**config.mk**
```make
export PLATFORM = sky130hd
export DESIGN_NAME = if_stage_flat
export DESIGN_NICKNAME = d
export VERILOG_FILES = /design/src/rtl/if_pkg.sv /design/src/rtl/if_stage_if.sv /design/src/rtl/if_stage_pc_reg.sv /design/src/rtl/if_stage.sv /design/src/flat_wrapper.sv
export SDC_FILE = /design/constraint.sdc
export NUM_CORES = 1
export LEC_CHECK = 0
export ABC_AREA = 1
export CAP_MARGIN = 20
export CORE_UTILIZATION = 35
export DETAILED_ROUTE_END_ITERATION = 12
export PLACE_DENSITY = 0.89
export SYNTH_ARGS = -nofsm -noshare
export SYNTH_HDL_FRONTEND = slang
export SYNTH_SLANG_ARGS = --single-unit
export TNS_END_PERCENT = 50
```
**constraint.sdc**
```tcl
create_clock -name clk -period 3.41 [get_ports clk]
set_input_delay 0.8525 -clock clk [delete_from_list [all_inputs] [get_ports clk]]
set_output_delay 0.8525 -clock clk [all_outputs]
set_load 0.05 [all_outputs]
```
**src/rtl/if_pkg.sv**
```systemverilog
// Shared constants and types for the instruction-fetch stage.
package if_pkg;

  localparam int          XLEN     = 32;
  localparam logic [31:0] RESET_PC = 32'h0000_0000;
  localparam int          PC_INC   = 4;

  typedef logic [XLEN-1:0] addr_t;

endpackage

```
**src/rtl/if_stage_if.sv**
```systemverilog
// Fetch-stage bus between the core and if_stage.
// The inst_misaligned signal exists only when IF_MISALIGN_CHK_EN is defined.
interface if_stage_if #(
  parameter int XLEN = if_pkg::XLEN
) ();

  logic            pc_src;
  logic [XLEN-1:0] pc;
  logic [XLEN-1:0] branch_addr;
  logic [XLEN-1:0] pc4;
  logic [XLEN-1:0] inst_addr;
`ifdef IF_MISALIGN_CHK_EN
  logic            inst_misaligned;
`endif

  modport master (
    output pc_src,
    output pc,
    output branch_addr,
    input  pc4,
`ifdef IF_MISALIGN_CHK_EN
    input  inst_misaligned,
`endif
    input  inst_addr
  );

  modport slave (
    input  pc_src,
    input  pc,
    input  branch_addr,
    output pc4,
`ifdef IF_MISALIGN_CHK_EN
    output inst_misaligned,
`endif
    output inst_addr
  );

endinterface

```
**src/rtl/if_stage_pc_reg.sv**
```systemverilog
// Program-counter register: loads every cycle, async active-low reset to RESET_PC.
module pc_reg #(
  parameter int              XLEN     = if_pkg::XLEN,
  parameter logic [XLEN-1:0] RESET_PC = XLEN'(if_pkg::RESET_PC)
) (
  input  logic            clk,
  input  logic            rst_n,
  input  logic [XLEN-1:0] d,
  output logic [XLEN-1:0] q
);

  logic [XLEN-1:0] q_q;

  always_ff @(posedge clk or negedge rst_n) begin
    if (!rst_n) q_q <= RESET_PC;
    else        q_q <= d;
  end

  assign q = q_q;

endmodule

```
**src/rtl/if_stage.sv**
```systemverilog
// Instruction-fetch stage: next-PC mux, PC register and PC+4 adder.
// Define IF_MISALIGN_CHK_EN to add the registered inst_misaligned flag.
module if_stage #(
  parameter int              XLEN     = if_pkg::XLEN,
  parameter logic [XLEN-1:0] RESET_PC = XLEN'(if_pkg::RESET_PC)
) (
  input  logic     clk,
  input  logic     reset,
  if_stage_if.slave bus
);

  import if_pkg::*;

  logic [XLEN-1:0] next_pc_d;
  logic [XLEN-1:0] inst_addr;

  // A taken branch/jump overrides the sequential candidate.
  always_comb begin
    next_pc_d = bus.pc;
    if (bus.pc_src) next_pc_d = bus.branch_addr;
  end

  pc_reg #(
    .XLEN     (XLEN),
    .RESET_PC (RESET_PC)
  ) u_pc_reg (
    .clk   (clk),
    .rst_n (reset),
    .d     (next_pc_d),
    .q     (inst_addr)
  );

  assign bus.inst_addr = inst_addr;
  assign bus.pc4       = inst_addr + XLEN'(PC_INC);

`ifdef IF_MISALIGN_CHK_EN
  logic misaligned_d;
  logic misaligned_q;

  always_comb begin
    misaligned_d = (next_pc_d[1:0] != 2'b00);
  end

  always_ff @(posedge clk or negedge reset) begin
    if (!reset) misaligned_q <= 1'b0;
    else        misaligned_q <= misaligned_d;
  end

  assign bus.inst_misaligned = misaligned_q;
`endif

endmodule

```
**src/flat_wrapper.sv**
```systemverilog
// flat-port wrapper written by rule: the top's interface ports become plain ports
module if_stage_flat import if_pkg::*;
#(
  parameter int              XLEN     = if_pkg::XLEN,
  parameter logic [XLEN-1:0] RESET_PC = XLEN'(if_pkg::RESET_PC)
)
  (clk, reset, bus_pc_src, bus_pc, bus_branch_addr, bus_pc4, bus_inst_addr);
  if_stage_if #(.XLEN(XLEN)) bus_i ();
  input  logic clk;
  input  logic reset;
  input wire logic [$bits(bus_i.pc_src)-1:0] bus_pc_src;
  input wire logic [$bits(bus_i.pc)-1:0] bus_pc;
  input wire logic [$bits(bus_i.branch_addr)-1:0] bus_branch_addr;
  output wire logic [$bits(bus_i.pc4)-1:0] bus_pc4;
  output wire logic [$bits(bus_i.inst_addr)-1:0] bus_inst_addr;
  assign bus_i.pc_src = bus_pc_src;
  assign bus_i.pc = bus_pc;
  assign bus_i.branch_addr = bus_branch_addr;
  assign bus_pc4 = bus_i.pc4;
  assign bus_inst_addr = bus_i.inst_addr;
  if_stage #(.XLEN(XLEN), .RESET_PC(RESET_PC)) u_core (.clk(clk), .reset(reset), .bus(bus_i));
endmodule
```
==> results of run 1 <==
[cells in the mapped netlist]
| library cell | number |
|---|---|
| sky130_fd_sc_hd__nand2_1 | 79 |
| sky130_fd_sc_hd__dfrtp_1 | 32 |
| sky130_fd_sc_hd__mux2_2 | 30 |
| sky130_fd_sc_hd__nor2_1 | 27 |
| sky130_fd_sc_hd__inv_1 | 15 |
| sky130_fd_sc_hd__xor2_1 | 11 |
| sky130_fd_sc_hd__nand3b_1 | 8 |
| sky130_fd_sc_hd__nand3_1 | 6 |
| sky130_fd_sc_hd__nor2_4 | 6 |
| sky130_fd_sc_hd__nor2_2 | 5 |
| sky130_fd_sc_hd__xnor2_1 | 4 |
| sky130_fd_sc_hd__and2_1 | 3 |
| sky130_fd_sc_hd__buf_2 | 3 |
| sky130_fd_sc_hd__buf_4 | 2 |
| sky130_fd_sc_hd__mux2_1 | 2 |
| sky130_fd_sc_hd__nand2_2 | 2 |
| sky130_fd_sc_hd__nand2_4 | 2 |
| sky130_fd_sc_hd__clkbuf_1 | 1 |
| sky130_fd_sc_hd__ha_1 | 1 |
| sky130_fd_sc_hd__nand4_1 | 1 |
| sky130_fd_sc_hd__nor2_8 | 1 |
[metal layers]
metal	wire length, µm	share of wire [%]	track usage (%)	vias up
met5	0	0	0	-
met4	117	1.9	8.15	0
met3	367	5.8	4.48	12
met2	3330	53	38.5	88
met1	2470	39	24.6	985
li1	-	-	-	1026
[through the flow]
step	setup slack, ns	area [µm²]	utilization, %	total power [µW]
CTS	0.118	3560	63.5	1400
detailed placement	0.433	3430	61.2	1000
global route	0.00945	3560	63.5	1450
finish	0.129	3560	63.5	1390
global placement	0.502	3430	61.2	997
floorplan	0.266	2060	-	769
[critical path, delay by kind of cell, from the launching register on]
kind / cells / cell delay (ns)
fa+ha+maj: 1 / 0.22
flops: 1 / 0.38
buf+inv: 1 / 0.83
simple gates: 6 / 0.70
[area by class of cell]
type,count,area [µm²]
clock buffer,7,96.3
clock inverter,1,30.0
fill,484,2050
inverter,15,56.3
multi-input combinational,188,1170
sequential,32,801
tap,72,90.1
timing repair buffer,132,1320
[worst paths after layout]
| check | cells past startpoint | slack [ns] | endpoint | startpoint |
|---|---|---|---|---|
| min | 2 | 0.95 | u_core.u_pc_reg.q[28] | reset |
| min in group clk | 2 | 1.17 | u_core.u_pc_reg.q[5] | bus_pc[5] |
| max | 8 | 0.13 | bus_pc4[22] | u_core.u_pc_reg.q[3] |
| max in group asynchronous | 2 | 2.16 | u_core.u_pc_reg.q[7] | reset |
[logic make-up after synthesis]
| kind of cell | after synthesis | synth area share, % |
|---|---|---|
| adders and majority gates | 1 | 0.607 |
| xor gates and xnor gates | 15 | 6.37 |
| DFF | 32 | 38.8 |
| buffers and inverters | 21 | 4.37 |
| muxes | 32 | 17.5 |
| and+or+nand+nor | 140 | 32.3 |
[power breakdown]
part	switching [µW]	internal [µW]
clock network	139	258
registers	43.1	409
logic	326	219
total	508	885
==> metrics, run 1 <==
Lkg Pwr 0.00152 µW; worst slew pin tran 0.530 ns; Die X 78.8 µm; hold_buf cts 0; Final Hold Violating Endpoints 0; delay contributed by the slowest stage of the critical path 0.83 ns; critical path class flop to primary output; number of global-route vias before repair 2180; drc violations 0; hold slack 0.948 ns; initial antenna violation count 0; via count 2111; largest fanout of any net on the critical path 5; number of cells produced by synthesis 241; final cycle utilization of the critical path 96.2%; quantity of gates resized following cts 0; final antenna-violating net count 0; ratio of cells with drive above 1 in the final layout 14.9%; Layout Cells excl Fill 447; setup tns final 0 ns; first-pass GRT wire length 10200 µm; clock slew at reported path FFs 0.07 ns; routed wire length per instance 14.1 µm; Worst setup SP type flop; Clock H-tree levels 2; iteration count of the initial detailed-routing pass 4; global routing usage summed across all routing layers 21.4%; Synth warnings 0; crit-path most repeated cell sky130_fd_sc_hd__nand2_1; WP data arrival 2.43 ns; Synthesized Nets 309; Max-Slew Margin vs Limit 64.5%; Setup violations, final 0; area of the placeable core 5610 µm²; largest area contributor in the synthesized netlist sky130_fd_sc_hd__dfrtp_1; CP max stage cell sky130_fd_sc_hd__clkdlybuf4s50_1; final-stage net count 442; number of synthesized register bits 32; die height 78.8 µm; final wirelength 6280 µm; maximum root-to-sink buffer count 2; number of top-level design ports 131; max frequency 305 MHz; leading cell type in the layout, fill and taps excluded sky130_fd_sc_hd__clkdlybuf4s50_1; kind of path behind the tightest hold check input pin to async pin; top cells by area in the synthesized netlist sky130_fd_sc_hd__dfrtp_1, sky130_fd_sc_hd__mux2_2, sky130_fd_sc_hd__nand2_1; area of the die 6200 µm²; Min Clock Period, post-route 3.28 ns; Num CTS Buffers 5; Port-buffer cells 130; max-slew violation total from the final report 0; CTS tree yes; sequential cell area fraction in the yosys report 38.8%; # placed instances 439; flip-flop count of the largest register after layout 32; clock root buffer sky130_fd_sc_hd__clkbuf_8; top library cells by usage in the layout, fill and taps aside sky130_fd_sc_hd__clkdlybuf4s50_1, sky130_fd_sc_hd__nand2_1, sky130_fd_sc_hd__dfrtp_1; endpoint class of the critical path primary output; First DRT Iteration DRCs 148; worst supply voltage drop on vdd 0.249 mV; cells traversed along the worst timing path ha_1 > nand2_1 > nor2_2 > nand2_4 > nor2_4 > nand3b_1 > nand2_1 > clkdlybuf4s50_1; # diodes 0; largest net degree at the start of global routing 33; portion of synthesized cell area occupied by the leading cell type 38.8%; area growth from synthesis to layout 72.7%; via density per instance 4.72; RSZ-0062 raised after global routing no; final estimated routing congestion in global placement 0.847; max-capacitance violation count 0; GRT overflow 0; status completed; total setup buffers inserted after CTS 0; initial cell density of the core 36.8%; Placement Rows 27; Critical Path RT 2.56 ns; number of distinct library cells after synthesis 21; cell area after technology mapping 2060 µm²; clock net sink count 32; Avg Cell Area, Syn 8.56 µm²; sum of net half-perimeters after detailed placement 5260 µm; power density over cell area 391 nW/µm²
Note: power is estimated with default switching activity, not from simulation.
==> run 2, diff against run 1 <==
==> constraint.sdc (replaced) <==
create_clock -name clk -period 3.41 [get_ports clk]
set_input_delay 0.341 -clock clk [delete_from_list [all_inputs] [get_ports clk]]
set_output_delay 0.341 -clock clk [all_outputs]
set_load 0.05 [all_outputs]
==> metrics, run 2 (synthesis gave the netlist of run 1 again) <==
Lkg Pwr 0.00152 µW (unchanged); Final Hold Violating Endpoints 0 (unchanged); Max-Slew Margin vs Limit 64.2% (-0.30 points); maximum root-to-sink buffer count 2 (unchanged); ratio of cells with drive above 1 in the final layout 14.9% (unchanged); final-stage net count 442 (unchanged); # diodes 0 (unchanged); max-capacitance violation count 0 (unchanged); final antenna-violating net count 0 (unchanged); Clock H-tree levels 2 (unchanged); CTS tree yes; Num CTS Buffers 5 (unchanged); GRT overflow 0 (unchanged); via count 2103 (-0.38%); total setup buffers inserted after CTS 0 (unchanged); WP data arrival 2.42 ns (about the same); area growth from synthesis to layout 72.7% (unchanged); flip-flop count of the largest register after layout 32 (unchanged); Min Clock Period, post-route 2.76 ns (-0.523 ns); iteration count of the initial detailed-routing pass 4 (unchanged); clock root buffer sky130_fd_sc_hd__clkbuf_8; RSZ-0062 raised after global routing no; Die X 78.8 µm (unchanged); First DRT Iteration DRCs 112 (-24%); initial antenna violation count 0 (unchanged); number of global-route vias before repair 2150 (-1.4%); Buffers & Inverters on Critical Path 1 (unchanged); initial cell density of the core 36.8% (unchanged); via density per instance 4.70 (-0.38%); delay contributed by the slowest stage of the critical path 0.82 ns (about the same); Layout Cells excl Fill 447 (unchanged); routed wire length per instance 14.1 µm (+0.18%); worst supply voltage drop on vdd 0.269 mV (+8.1%); worst slew pin tran 0.535 ns (+0.00447 ns); power density over cell area 390 nW/µm² (-0.36%); Placement Rows 27 (unchanged); crit-path most repeated cell sky130_fd_sc_hd__nand2_1; final cycle utilization of the critical path 80.9% (-15 points); kind of path behind the tightest hold check input pin to async pin; final wirelength 6300 µm (+0.18%); max frequency 363 MHz (+19%); CP max stage cell sky130_fd_sc_hd__clkdlybuf4s50_1; Worst setup SP type flop; top library cells by usage in the layout, fill and taps aside sky130_fd_sc_hd__clkdlybuf4s50_1, sky130_fd_sc_hd__nand2_1, sky130_fd_sc_hd__dfrtp_1; first-pass GRT wire length 10300 µm (+1.0%); quantity of gates resized following cts 0 (unchanged); hold_buf cts 0 (unchanged); delay-heaviest family, CP buffers and inverters; die height 78.8 µm (unchanged); cell count along the critical path 8 (unchanged); Critical Path RT 3.07 ns (+0.51 ns); final estimated routing congestion in global placement 0.847 (unchanged); largest net degree at the start of global routing 33 (unchanged); endpoint class of the critical path primary output; area of the die 6200 µm² (unchanged); sum of net half-perimeters after detailed placement 5230 µm (-0.43%); number of top-level design ports 131 (unchanged); status completed; Port-buffer cells 130 (unchanged); critical path class flop to primary output; leading cell type in the layout, fill and taps excluded sky130_fd_sc_hd__clkdlybuf4s50_1; largest fanout of any net on the critical path 5 (unchanged); max-slew violation total from the final report 0 (unchanged); setup tns final 0 ns (unchanged); cells traversed along the worst timing path ha_1 > nand2_1 > nor2_2 > nand2_4 > nor2_4 > nand3b_1 > nand2_1 > clkdlybuf4s50_1; count of fill cells added during filler insertion 481 (-0.62%); global routing usage summed across all routing layers 21.5% (+0.069 points); clock slew at reported path FFs 0.07 ns (about the same); Setup violations, final 0 (unchanged); clock net sink count 32 (unchanged); drc violations 0 (unchanged); # placed instances 439 (unchanged); area of the placeable core 5610 µm² (unchanged)
==> run 2: cell counts in the layout (fill, tap and decap cells not counted) <==
No cell type changed its count.
==> run 2: cell type report <==
| class | instances | area [µm²] | area share, % |
|---|---|---|---|
| well taps | 72 | 90.1 | 2.53 |
| clock buffers | 7 | 96.3 | 2.71 |
| clock inverters | 1 | 30.0 | 0.843 |
| flip-flops and latches | 32 | 801 | 22.5 |
| inverters | 15 | 56.3 | 1.58 |
| repair buffers | 132 | 1320 | 37.0 |
| multi-input cells | 188 | 1170 | 32.9 |
==> run 2: per-stage QoR <==
step	hold slack [ns]	power (µW)	area, µm²	utilization, %	setup slack (ns)
6_report	0.447	1390	3560	63.5	0.651
5_1_grt	0.481	1450	3560	63.5	0.528
3_5_place_dp	0.765	1000	3430	61.2	0.942
2_1_floorplan	0.0454	769	2060	-	0.777
4_1_cts	0.460	1400	3560	63.5	0.633
3_3_place_gp	0.761	997	3430	61.2	1.01
==> run 2: final timing paths <==
path                                       from               endpoint
worst max-delay path       u_core.u_pc_reg.q[3]            bus_pc4[22]
worst min-delay path                      reset  u_core.u_pc_reg.q[26]
max in group asynchronous                 reset  u_core.u_pc_reg.q[13]
min in group clk             bus_branch_addr[5]   u_core.u_pc_reg.q[5]
==> run 2: where the power goes <==
group          total, µW  internal, µW  switching (µW)
sequential           452           409            43.0
clock                391           258             134
combinational        545           219             326
==> run 2: layer usage <==
layer | GRT usage (%) | share of wire, % | vias up
li1 | - | - | 1023
met1 | 26.0 | 40 | 976
met2 | 38.4 | 52 | 88
met3 | 3.56 | 5.6 | 16
met4 | 6.85 | 2.2 | 0
met5 | 0 | 0 | -
==> run 3, diff against run 2 <==
- CORE_UTILIZATION: 35 -> 33
- PLACE_DENSITY: 0.89 -> 0.88
- clock period: 3.41 -> 2.4 ns (I/O delays scaled with it)
==> metrics, run 3 (synthesis gave the netlist of run 1 again) <==
# diodes 0 (unchanged); Die X 81.0 µm (+2.9%); area of the die 6570 µm² (+5.9%); Port-buffer cells 130 (unchanged); Num CTS Buffers 5 (unchanged); die height 81.0 µm (+2.9%); via density per instance 4.61 (-2.1%); max frequency 427 MHz; Min Clock Period, post-route 2.34 ns; final antenna-violating net count 0 (unchanged); final estimated routing congestion in global placement 0.849 (+0.34%); WP data arrival 2.10 ns (-0.32 ns); drc violations 0 (unchanged); Critical Path RT 2.16 ns (-0.91 ns); clock root buffer sky130_fd_sc_hd__clkbuf_8; quantity of gates resized following cts 0 (unchanged); maximum root-to-sink buffer count 2 (unchanged); clock net sink count 32 (unchanged); worst supply voltage drop on vdd 0.352 mV (+31%); count of fill cells added during filler insertion 514 (+6.9%); clock slew at reported path FFs 0.07 ns (about the same); Lkg Pwr 0.00155 µW (+2.2%); Critical Path Start u_core.u_pc_reg.q[5]; area of the placeable core 5990 µm² (+6.8%); number of top-level design ports 131 (unchanged); endpoint class of the critical path primary output; post-layout utilization of the core 59.1% (-4.4 points); area growth from synthesis to layout 71.8%; global routing usage summed across all routing layers 19.4% (-2.1 points); flip-flop count of the largest register after layout 32 (unchanged); initial cell density of the core 34.4% (-2.3 points); cells traversed along the worst timing path nand2_1 > nor2_4 > nand2_4 > xnor2_1 > clkdlybuf4s50_1; First DRT Iteration DRCs 90 (-20%); delay contributed by the slowest stage of the critical path 0.83 ns (about the same); first-pass GRT wire length 9580 µm (-6.9%); largest net degree at the start of global routing 33 (unchanged); ratio of cells with drive above 1 in the final layout 22.1% (+7.2 points); CP max stage cell sky130_fd_sc_hd__clkdlybuf4s50_1; via count 2073 (-1.4%); kind of path behind the tightest hold check input pin to async pin; GRT overflow 0 (unchanged); Max-Slew Margin vs Limit 63.6% (-0.59 points); top library cells by usage in the layout, fill and taps aside sky130_fd_sc_hd__clkdlybuf4s50_1, sky130_fd_sc_hd__nand2_1, sky130_fd_sc_hd__dfrtp_1; Setup violations, final 0 (unchanged); total setup buffers inserted after CTS 0 (unchanged); worst slew pin tran 0.544 ns (+0.00880 ns); initial antenna violation count 0 (unchanged); final wirelength 6190 µm (-1.7%); max-capacitance violation count 0 (unchanged); routed wire length per instance 13.8 µm (-2.3%); number of global-route vias before repair 2128 (-1.0%); RSZ-0062 raised after global routing no; final-stage net count 442 (unchanged); Final Hold Violating Endpoints 0 (unchanged); final cycle utilization of the critical path 97.7%; Placement Rows 28 (+3.7%); Worst setup SP type flop; power density over cell area 516 nW/µm² (+32%); critical path class flop to primary output; hold_buf cts 0 (unchanged); status completed; leading cell type in the layout, fill and taps excluded sky130_fd_sc_hd__clkdlybuf4s50_1; hold slack 0.369 ns (-0.0779 ns); max-slew violation total from the final report 0 (unchanged); CTS tree yes; Clock H-tree levels 2 (unchanged); sum of net half-perimeters after detailed placement 5320 µm (+1.6%); iteration count of the initial detailed-routing pass 4 (unchanged); largest fanout of any net on the critical path 5 (unchanged)
## run 3: cell count changes in the layout (fill, tap and decap cells not counted), sizes merged
cell           change
clkbuf             -1
dlymetal6s2s       +1
clkdlybuf4s50     -24
bufinv             -1
buf               +23
clkinv             +2
## run 3: routing by layer
layer	track usage [%]	routed length [µm]	vias up
met1	21.2	2340	940
met4	10.2	237	0
met2	36.1	3220	96
li1	-	-	1021
met3	2.47	391	16
met5	0	0	-
## run 3: worst paths after layout
| path | endpoint | slack (ns) |
|---|---|---|
| max | bus_pc4[9] | 0.06 |
| min | u_core.u_pc_reg.q[17] | 0.37 |
| max in group asynchronous | u_core.u_pc_reg.q[0] | 1.74 |
| min in group clk | u_core.u_pc_reg.q[4] | 0.56 |
## run 3: final cells by class
class / count / area, µm² / share of cell area (%)
Clock inverter: 2 / 10.0 / 0.282
Clock buffer: 6 / 82.6 / 2.33
Tap cell: 75 / 93.8 / 2.65
Timing Repair Buffer: 132 / 1300 / 36.7
Sequential cell: 32 / 801 / 22.6
Multi-Input combinational cell: 188 / 1200 / 33.9
Inverter: 15 / 56.3 / 1.59
## run 3: worst max-delay path, delay by kind of cell (launching register included)
family | cells | cell delay (ns)
xor+xnor | 1 | 0.17
buf+inv | 1 | 0.83
flops | 1 | 0.43
simple gates | 3 | 0.39
## run 3: per-stage QoR
step                      cell area, µm²  TNS (ns)  total power (µW)  cells  worst slack (ns)
after floorplan                     2090    -0.120              1100    241           -0.0420
after global placement              3450         0              1420    442             0.419
after detailed placement            3450         0              1430    442             0.361
after CTS                           3540         0              1850    450            0.0448
after global routing                3540         0              1900    450            0.0127
final                               3540         0              1830    450            0.0560
## run 3: where the power goes
part           switching, µW  total, µW  internal [µW]
sequential              62.8        644            581
clock                    183        412            228
combinational            464        775            311
